--- src/rtl/sdram_burst_reader.sv ---
// Burst read sequencer: issues up to BURST_LEN word reads to a memory controller,
// bounds reads in flight to MAX_OUTSTANDING and forwards in-order returns one cycle later.
module sdram_burst_reader #(
  parameter int BURST_LEN       = 16,
  parameter int MAX_OUTSTANDING = 4
) (
  input  logic        clk_sys_131_072,
  input  logic        reset,
  input  logic        rd,
  input  logic [24:0] rd_addr,
  input  logic        end_burst,
  output logic        data_available,
  output logic [15:0] data_out,
  output logic        busy,
  output logic        mem_req,
  output logic [24:0] mem_addr,
  input  logic        mem_ack,
  input  logic        mem_rvalid,
  input  logic [15:0] mem_rdata,
  output logic        err_spurious
);

  localparam logic [1:0] IDLE  = 2'd0;
  localparam logic [1:0] ISSUE = 2'd1;
  localparam logic [1:0] DRAIN = 2'd2;

  localparam logic [7:0] BURST_LEN_C = 8'(BURST_LEN);
  localparam logic [2:0] MAX_OUT_C   = 3'(MAX_OUTSTANDING);

  logic [1:0]  state_reg, state_next;
  logic [24:0] addr_reg, addr_next;
  logic [7:0]  issued_reg, issued_next;
  logic [2:0]  outstanding_reg, outstanding_next;
  logic        stop_reg, stop_next;
  logic        data_available_reg;
  logic [15:0] data_out_reg;
  logic        err_spurious_reg;
  logic        req_fire;
  logic        ret_fire;

  assign mem_req = (state_reg == ISSUE) && (issued_reg < BURST_LEN_C) &&
                   (outstanding_reg < MAX_OUT_C) && !stop_reg;
  assign req_fire = mem_req && mem_ack;
  // Returns with nothing in flight (e.g. after a reset mid-burst) are dropped.
  assign ret_fire = mem_rvalid && (outstanding_reg != 3'd0);

  assign mem_addr       = addr_reg;
  assign busy           = (state_reg != IDLE);
  assign data_available = data_available_reg;
  assign data_out       = data_out_reg;
  assign err_spurious   = err_spurious_reg;

  always_comb begin
    state_next       = state_reg;
    addr_next        = addr_reg;
    issued_next      = issued_reg;
    outstanding_next = outstanding_reg;
    stop_next        = stop_reg;

    if (req_fire) begin
      addr_next   = addr_reg + 25'd1;
      issued_next = issued_reg + 8'd1;
    end
    if (req_fire && !ret_fire) begin
      outstanding_next = outstanding_reg + 3'd1;
    end else if (!req_fire && ret_fire) begin
      outstanding_next = outstanding_reg - 3'd1;
    end

    case (state_reg)
      IDLE: begin
        if (rd) begin
          addr_next   = rd_addr;
          issued_next = 8'd0;
          stop_next   = 1'b0;
          state_next  = ISSUE;
        end
      end
      ISSUE: begin
        if (end_burst) begin
          stop_next = 1'b1;
        end
        if (stop_next || (issued_next == BURST_LEN_C)) begin
          state_next = DRAIN;
        end
      end
      DRAIN: begin
        if (outstanding_reg == 3'd0) begin
          state_next = IDLE;
        end
      end
      default: state_next = IDLE;
    endcase
  end

  always_ff @(posedge clk_sys_131_072) begin
    if (reset) begin
      state_reg          <= IDLE;
      addr_reg           <= '0;
      issued_reg         <= '0;
      outstanding_reg    <= '0;
      stop_reg           <= 1'b0;
      data_available_reg <= 1'b0;
      data_out_reg       <= '0;
      err_spurious_reg   <= 1'b0;
    end else begin
      state_reg          <= state_next;
      addr_reg           <= addr_next;
      issued_reg         <= issued_next;
      outstanding_reg    <= outstanding_next;
      stop_reg           <= stop_next;
      data_available_reg <= ret_fire;
      if (ret_fire) begin
        data_out_reg <= mem_rdata;
      end
      if (mem_rvalid && (outstanding_reg == 3'd0)) begin
        err_spurious_reg <= 1'b1;
      end
    end
  end

endmodule

--- config.mk ---
export PLATFORM = sky130hd
export DESIGN_NAME = sdram_burst_reader
export DESIGN_NICKNAME = d
export VERILOG_FILES = /design/src/rtl/sdram_burst_reader.sv
export SDC_FILE = /design/constraint.sdc
export NUM_CORES = 1
export LEC_CHECK = 0
export ABC_CLOCK_PERIOD_IN_PS = 5500
export CAP_MARGIN = 20
export CORE_MARGIN = 8
export CORE_UTILIZATION = 45
export DETAILED_ROUTE_END_ITERATION = 6
export HOLD_SLACK_MARGIN = 0.12
export PLACE_DENSITY = 0.9
export SLEW_MARGIN = 15
export SYNTH_ARGS = -nofsm -noshare
export SYNTH_HDL_FRONTEND = slang
export SYNTH_SLANG_ARGS = --single-unit
--- constraint.sdc ---
create_clock -name clk_sys_131_072 -period 5.5 [get_ports clk_sys_131_072]
set_input_delay 1.1 -clock clk_sys_131_072 [delete_from_list [all_inputs] [get_ports clk_sys_131_072]]
set_output_delay 1.1 -clock clk_sys_131_072 [all_outputs]
set_load 0.005 [all_outputs]
==> results.tsv, run 1 <==
stage	metric	value	unit
run_status	status	finished clean	
floorplan	die_area	8800	µm²
logic_synthesis	syn_inst	318	
critical_path	critPathLaunchType	primary input	
critical_path	critPathArrivalTime	3.94	ns
floorplan	coreArea	5890	µm²
routing	avgViaCountPerCell	5.27	
placed_design	placed_area	3660	µm²
critical_path	critPathKind	primary input to register	
power_and_ir_drop	leakage	1.35	nW
layout	multiInputGateArea	1480	µm²
logic_synthesis	postSynthAreaPerCell	8.57	µm²
critical_path	path_max_fanout	18	
layout	layout_common_cells	90 x clkdlybuf4s50_1, 57 x dfxtp_1, 48 x nand2_1	
floorplan	ios	92	
layout	fill_cells	459	
logic_synthesis	syn-num-nets	369	
timing	max_slew_margin	35.4	%
floorplan	start_util	46.3	%
timing	hold_viol	0	
critical_path	end_kind	register	
global_routing	grt_pass1_vias	2543	
timing	max_freq	273	MHz
clock_tree	clkSinkCount	57	
timing	min_period_over_period	66.7	%
critical_path	cp.required	5.77	ns
power_and_ir_drop	p_per_area	354	nW/µm²
logic_synthesis	synth_area_leaders	dfxtp_1 42%, nand2_1 6.6%, xnor2_1 6.1%	
placed_design	gp_congestion	0.852	
critical_path	crit_family	buffers and inverters	
timing	rsz0062_at_grt	false	
layout	post-route-cell-area	3890	µm²
clock_tree	h-tree-depth	3	
logic_synthesis	yosysUniqueCellTypes	47	
routing	route.detailed.drc	0	
flow_run	drv_cap	0	
routing	wl_per_cell	15.3	µm
floorplan	die_h	93.8	µm
clock_tree	clock_latency	0.35	ns
clock_tree	cts_tree	done	
logic_synthesis	yosysSeqAreaShare	41.9	%
power_and_ir_drop	total_power	0.00138	W
logic_synthesis	yosys.area.top_type	dfxtp_1	
critical_path	cp_cell_sequence	clkdlybuf4s50_1, and2_1, clkinv_1, ha_1, inv_1, fa_1, xor2_1, or3_1, a21oi_1	
clock_tree	postCtsResizedCells	0	
layout	largest_register_ffs	25	
critical_path	max_stage_delay	0.59	ns
logic_synthesis	ys.flop_type	dfxtp_1	
layout	seq_area	1140	µm²
routing	detail-route-antenna-nets	0	
routing	first_iter_violations	75	
placed_design	dpl.hpwl	5170	µm
timing	tns	0	ns
logic_synthesis	synth_seq_cells	57	
clock_tree	cts_setup_buffers	0	
clock_tree	cts_buffer_depth	2	
routing	num_vias	2558	
global_routing	grt_pass1_wl	11900	µm
logic_synthesis	yosys.area.top_type_share	41.9	%
floorplan	fp-row-count	28	
floorplan	die_x	93.8	µm
layout	final_nets	456	
timing	worst_slew_pin_slew	0.968	ns
global_routing	grt-ovfl-total	0	
layout	diodes	0	
logic_synthesis	synth-edff-count	0	
clock_tree	cts.hold.buffers_added	0	
layout	drive_above_1_share	9.27	%
routing	drtPass1Iterations	4	
placed_design	portBuffers	91	
timing	slew_viol_final	0	
logic_synthesis	yosysWarnings	0	
global_routing	grt_max_degree	52	
clock_tree	cts_buffers	9	
min_path	min_path_type	register to register	
logic_synthesis	synthArstFlopShare	0	%
timing	holdWs	0.457	ns
critical_path	crit_buf_inv	3	
clock_tree	clk_pin_slew_worst_paths	0.08	ns
routing	routed_wl	7420	µm
global_routing	antenna_found_initial	0	
timing	setup_viol	0	
logic_synthesis	syn_area	2720	µm²
timing	clock_skew	0.0131	ns
layout	final_common_cell	clkdlybuf4s50_1	
clock_tree	clock-root-buffer	clkbuf_8	
timing	period_minus_slack	3.67	ns
global_routing	grt_usage	16.9	%
power_and_ir_drop	peakVddDrop	0.331	mV
critical_path	crit_slowest_cell	clkinv_1	
layout	area_growth	42.7	%
through the flow:
step                      setup slack (ns)  cells  utilization, %
after CTS                             1.84    485            66.0
final                                 1.83    485            66.0
after global placement                1.69    469            62.2
after detailed placement              1.52    469            62.2
after global routing                  1.61    485            66.0
after floorplan                       2.43    318               -
path summary, 6_finish.rpt:
check,start,endpoint,slack (ns),cells past startpoint
worst max register to register,outstanding_reg[2],outstanding_reg[2],2.39,9
worst min-delay path,data_out[13],data_out[13],0.46,2
worst min register to register,data_out[13],data_out[13],0.46,2
worst max-delay path,mem_rvalid,outstanding_reg[2],1.83,9
worst reg2reg max path, stage by stage, from the launching register on:
cell,delay (ns)
dfxtp_1,0.47
or3_1,0.19
and2_1,0.52
clkinv_1,0.59
ha_1,0.43
inv_1,0.08
fa_1,0.18
xor2_1,0.08
or3_1,0.32
a21oi_1,0.17
cell families after synthesis:
kind of cell	Yosys count	share of synthesized area (%)
multiplexers	1	0.367
adder cells (fa/ha/maj)	4	2.11
XOR/XNOR	26	8.36
flip-flops	57	41.9
buffers and inverters	26	3.86
AND/OR/NAND/NOR	145	29.2
AO/OA/AOI/OAI	59	14.2
layout make-up:
cell class / count / area share [%]
clock buffers: 9 / 3.19
repair buffers: 91 / 23.3
well taps: 75 / 2.41
multi-input cells: 235 / 38.0
clock inverters: 7 / 2.64
flip-flops and latches: 57 / 29.4
inverters: 11 / 1.06
Yosys cell counts (all sizes together) (4+ instances only):
| cell | n |
|---|---|
| nor4 | 10 |
| nor2 | 34 |
| xor2 | 7 |
| nand3 | 4 |
| nor3 | 10 |
| clkbuf | 12 |
| a211oi | 18 |
| nand4 | 10 |
| o21ai | 9 |
| nand2 | 48 |
| and2 | 6 |
| or3 | 7 |
| dfxtp | 57 |
| xnor2 | 19 |
| inv | 10 |
| a311oi | 5 |
| a21oi | 23 |
layer usage:
layer  up-vias  global-route usage [%]  wire [µm]
met5         -                       0          0
met4         0                    8.32        223
met3        20                    6.47        522
met2        78                    27.8       3620
met1      1171                    18.7       3050
li1       1289                       -          -
power by group:
part	internal, W	switching [W]	total, W
clock	0.000258	0.000188	0.000446
combinational	0.000205	0.000183	0.000388
sequential	0.000479	0.0000617	0.000541
Power figures use the tool's default switching activity.
==> run 2, diff against run 1 <==
--- a/config.mk
+++ b/config.mk
@@ -5,13 +5,13 @@
 export SDC_FILE = /design/constraint.sdc
 export NUM_CORES = 1
 export LEC_CHECK = 0
-export ABC_CLOCK_PERIOD_IN_PS = 5500
+export ABC_CLOCK_PERIOD_IN_PS = 3280
 export CAP_MARGIN = 20
 export CORE_MARGIN = 8
-export CORE_UTILIZATION = 45
+export CORE_UTILIZATION = 41
 export DETAILED_ROUTE_END_ITERATION = 6
 export HOLD_SLACK_MARGIN = 0.12
-export PLACE_DENSITY = 0.9
+export PLACE_DENSITY = 0.87
 export SLEW_MARGIN = 15
 export SYNTH_ARGS = -nofsm -noshare
 export SYNTH_HDL_FRONTEND = slang
==> constraint.sdc (replaced) <==
create_clock -name clk_sys_131_072 -period 3.28 [get_ports clk_sys_131_072]
set_input_delay 0.656 -clock clk_sys_131_072 [delete_from_list [all_inputs] [get_ports clk_sys_131_072]]
set_output_delay 0.656 -clock clk_sys_131_072 [all_outputs]
set_load 0.005 [all_outputs]
==> results.tsv, run 2 (synthesis results as in run 1) <==
stage	metric	value	unit	change
placed_design	portBuffers	91		unchanged
timing	tns	0	ns	unchanged
critical_path	reg2reg_depth	9		unchanged
placed_design	placed_area	3680	µm²	+0.68%
floorplan	ios	92		unchanged
timing	max_slew_margin	35.4	%	-0.051 points
global_routing	grt_max_degree	52		unchanged
clock_tree	clock-root-buffer	clkbuf_8		
critical_path	critPathKind	primary input to register		
critical_path	r2r-end	outstanding_reg[2]		
clock_tree	clk_pin_slew_worst_paths	0.06	ns	-0.02 ns
placed_design	dpl.hpwl	5570	µm	+7.7%
critical_path	crit_slowest_cell	clkdlybuf4s50_1		
clock_tree	cts_setup_buffers	0		unchanged
min_path	min_path_type	register to register		
timing	setup_viol	0		unchanged
global_routing	grt-ovfl-total	0		unchanged
min_path	hold_depth	2		unchanged
critical_path	critPathLaunchType	primary input		
power_and_ir_drop	peakVddDrop	0.381	mV	+15%
critical_path	cp.required	3.53	ns	-2.24 ns
critical_path	path_max_fanout	9		-9
timing	max_freq	381	MHz	
critical_path	end_kind	register		
floorplan	die_area	9510	µm²	+8.1%
routing	routed_wl	7490	µm	+0.94%
floorplan	start_util	42.7	%	-3.6 points
routing	detail-route-antenna-nets	0		unchanged
layout	drive_above_1_share	9.44	%	+0.17 points
timing	rsz0062_at_grt	false		
floorplan	die_x	97.5	µm	+4.0%
global_routing	grt_usage	16.0	%	-0.98 points
layout	largest_register_ffs	25		unchanged
global_routing	grt_pass1_wl	12800	µm	+7.7%
floorplan	coreArea	6390	µm²	+8.5%
layout	post-route-util	61.0	%	-5.1 points
run_status	status	finished clean		
critical_path	max_stage_delay	0.62	ns	+0.03 ns
power_and_ir_drop	p_per_area	578	nW/µm²	+63%
routing	first_iter_violations	107		+43%
routing	drtPass1Iterations	4		unchanged
timing	min_period_over_period	80.0	%	
timing	hold_viol	0		unchanged
layout	seq_area	1140	µm²	unchanged
clock_tree	postCtsResizedCells	0		unchanged
timing	worst_slew_pin_slew	0.969	ns	+0.000773 ns
power_and_ir_drop	leakage	1.36	nW	+0.81%
critical_path	critPathArrivalTime	2.87	ns	-1.07 ns
critical_path	cp_cell_sequence	clkdlybuf4s50_1, nand3_2, inv_2, ha_1, inv_1, fa_1, xor2_1, or3_1, a21oi_1		
min_path	hold_start	data_out[14]		
flow_run	drv_cap	0		unchanged
critical_path	rrSetupSlack	0.71	ns	-1.68 ns
floorplan	die_h	97.5	µm	+4.0%
routing	wl_per_cell	15.3	µm	about the same
global_routing	grt_pass1_vias	2612		+2.7%
layout	area_growth	42.9	%	
floorplan	fp-row-count	29		+3.6%
clock_tree	cts.hold.buffers_added	0		unchanged
layout	multiInputGateArea	1480	µm²	unchanged
layout	diodes	0		unchanged
routing	num_vias	2583		+0.98%
routing	route.detailed.drc	0		unchanged
power_and_ir_drop	total_power	0.00225	W	+64%
routing	avgViaCountPerCell	5.27		about the same
layout	post-route-cell-area	3890	µm²	+0.16%
critical_path	reg2reg_from	issued_reg[7]		
layout	final_common_cell	clkdlybuf4s50_1		
layout	layout_common_cells	90 x clkdlybuf4s50_1, 57 x dfxtp_1, 48 x nand2_1		
clock_tree	clkSinkCount	57		unchanged
min_path	holdPathEnd	data_out[14]		
layout	fill_cells	556		+21%
timing	period_minus_slack	2.63	ns	
clock_tree	cts_tree	done		
layout	final_nets	459		+0.66%
clock_tree	h-tree-depth	3		unchanged
clock_tree	clock_latency	0.33	ns	-0.02 ns
clock_tree	cts_buffers	9		unchanged
placed_design	gp_congestion	0.797		-6.5%
clock_tree	cts_buffer_depth	2		unchanged
global_routing	antenna_found_initial	0		unchanged
timing	slew_viol_final	0		unchanged
timing	clock_skew	0.00887	ns	-0.00423 ns
[run 2: report_power, final]
group | switching (W) | internal (W) | leakage [nW]
clock network | 0.000273 | 0.000413 | 0.107
registers | 0.000102 | 0.000804 | 0.468
logic | 0.000297 | 0.000361 | 0.789
[run 2: final cells by class]
| class | instances | share of cell area, % |
|---|---|---|
| Multi-Input combinational cell | 235 | 38.0 |
| Clock inverter | 2 | 0.900 |
| Timing Repair Buffer | 94 | 23.9 |
| Tap cell | 77 | 2.48 |
| Clock buffer | 14 | 4.44 |
| Sequential cell | 57 | 29.3 |
| Inverter | 11 | 1.06 |
[run 2: routing by layer]
layer / GRT usage [%] / vias to the layer above / wire length, µm
met5: 0 / - / 0
met4: 5.13 / 0 / 70
met3: 4.20 / 9 / 379
met2: 28.0 / 70 / 3830
met1: 18.2 / 1210 / 3210
li1: - / 1294 / -
[run 2: worst max-delay path, delay by kind of cell]
kind                     cells  cell delay (ns)
buffers and inverters        3             0.88
adder cells (fa/ha/maj)      2             0.59
AND/OR/NAND/NOR              2             0.46
XOR/XNOR                     1             0.16
AO/OA/AOI/OAI                1             0.14
[run 2: worst max-delay path by stage]
| stage | from | end | slack [ns] |
|---|---|---|---|
| after floorplan | outstanding_reg[2] | outstanding_reg[2] | 0.55 |
| after CTS | mem_ack | outstanding_reg[2] | 0.66 |
| after detailed placement | mem_ack | outstanding_reg[2] | 0.32 |
| final | mem_ack | outstanding_reg[2] | 0.65 |
| after global routing | issued_reg[7] | outstanding_reg[2] | 0.52 |
| after global placement | mem_ack | outstanding_reg[2] | 0.43 |
[run 2: through the flow]
step | std cells | hold slack, ns | setup slack [ns]
6_report | 490 | 0.456 | 0.655
5_1_grt | 490 | 0.484 | 0.518
4_1_cts | 490 | 0.462 | 0.659
3_5_place_dp | 474 | 0.453 | 0.324
3_3_place_gp | 474 | 0.442 | 0.428
2_1_floorplan | 318 | 0.453 | 0.552
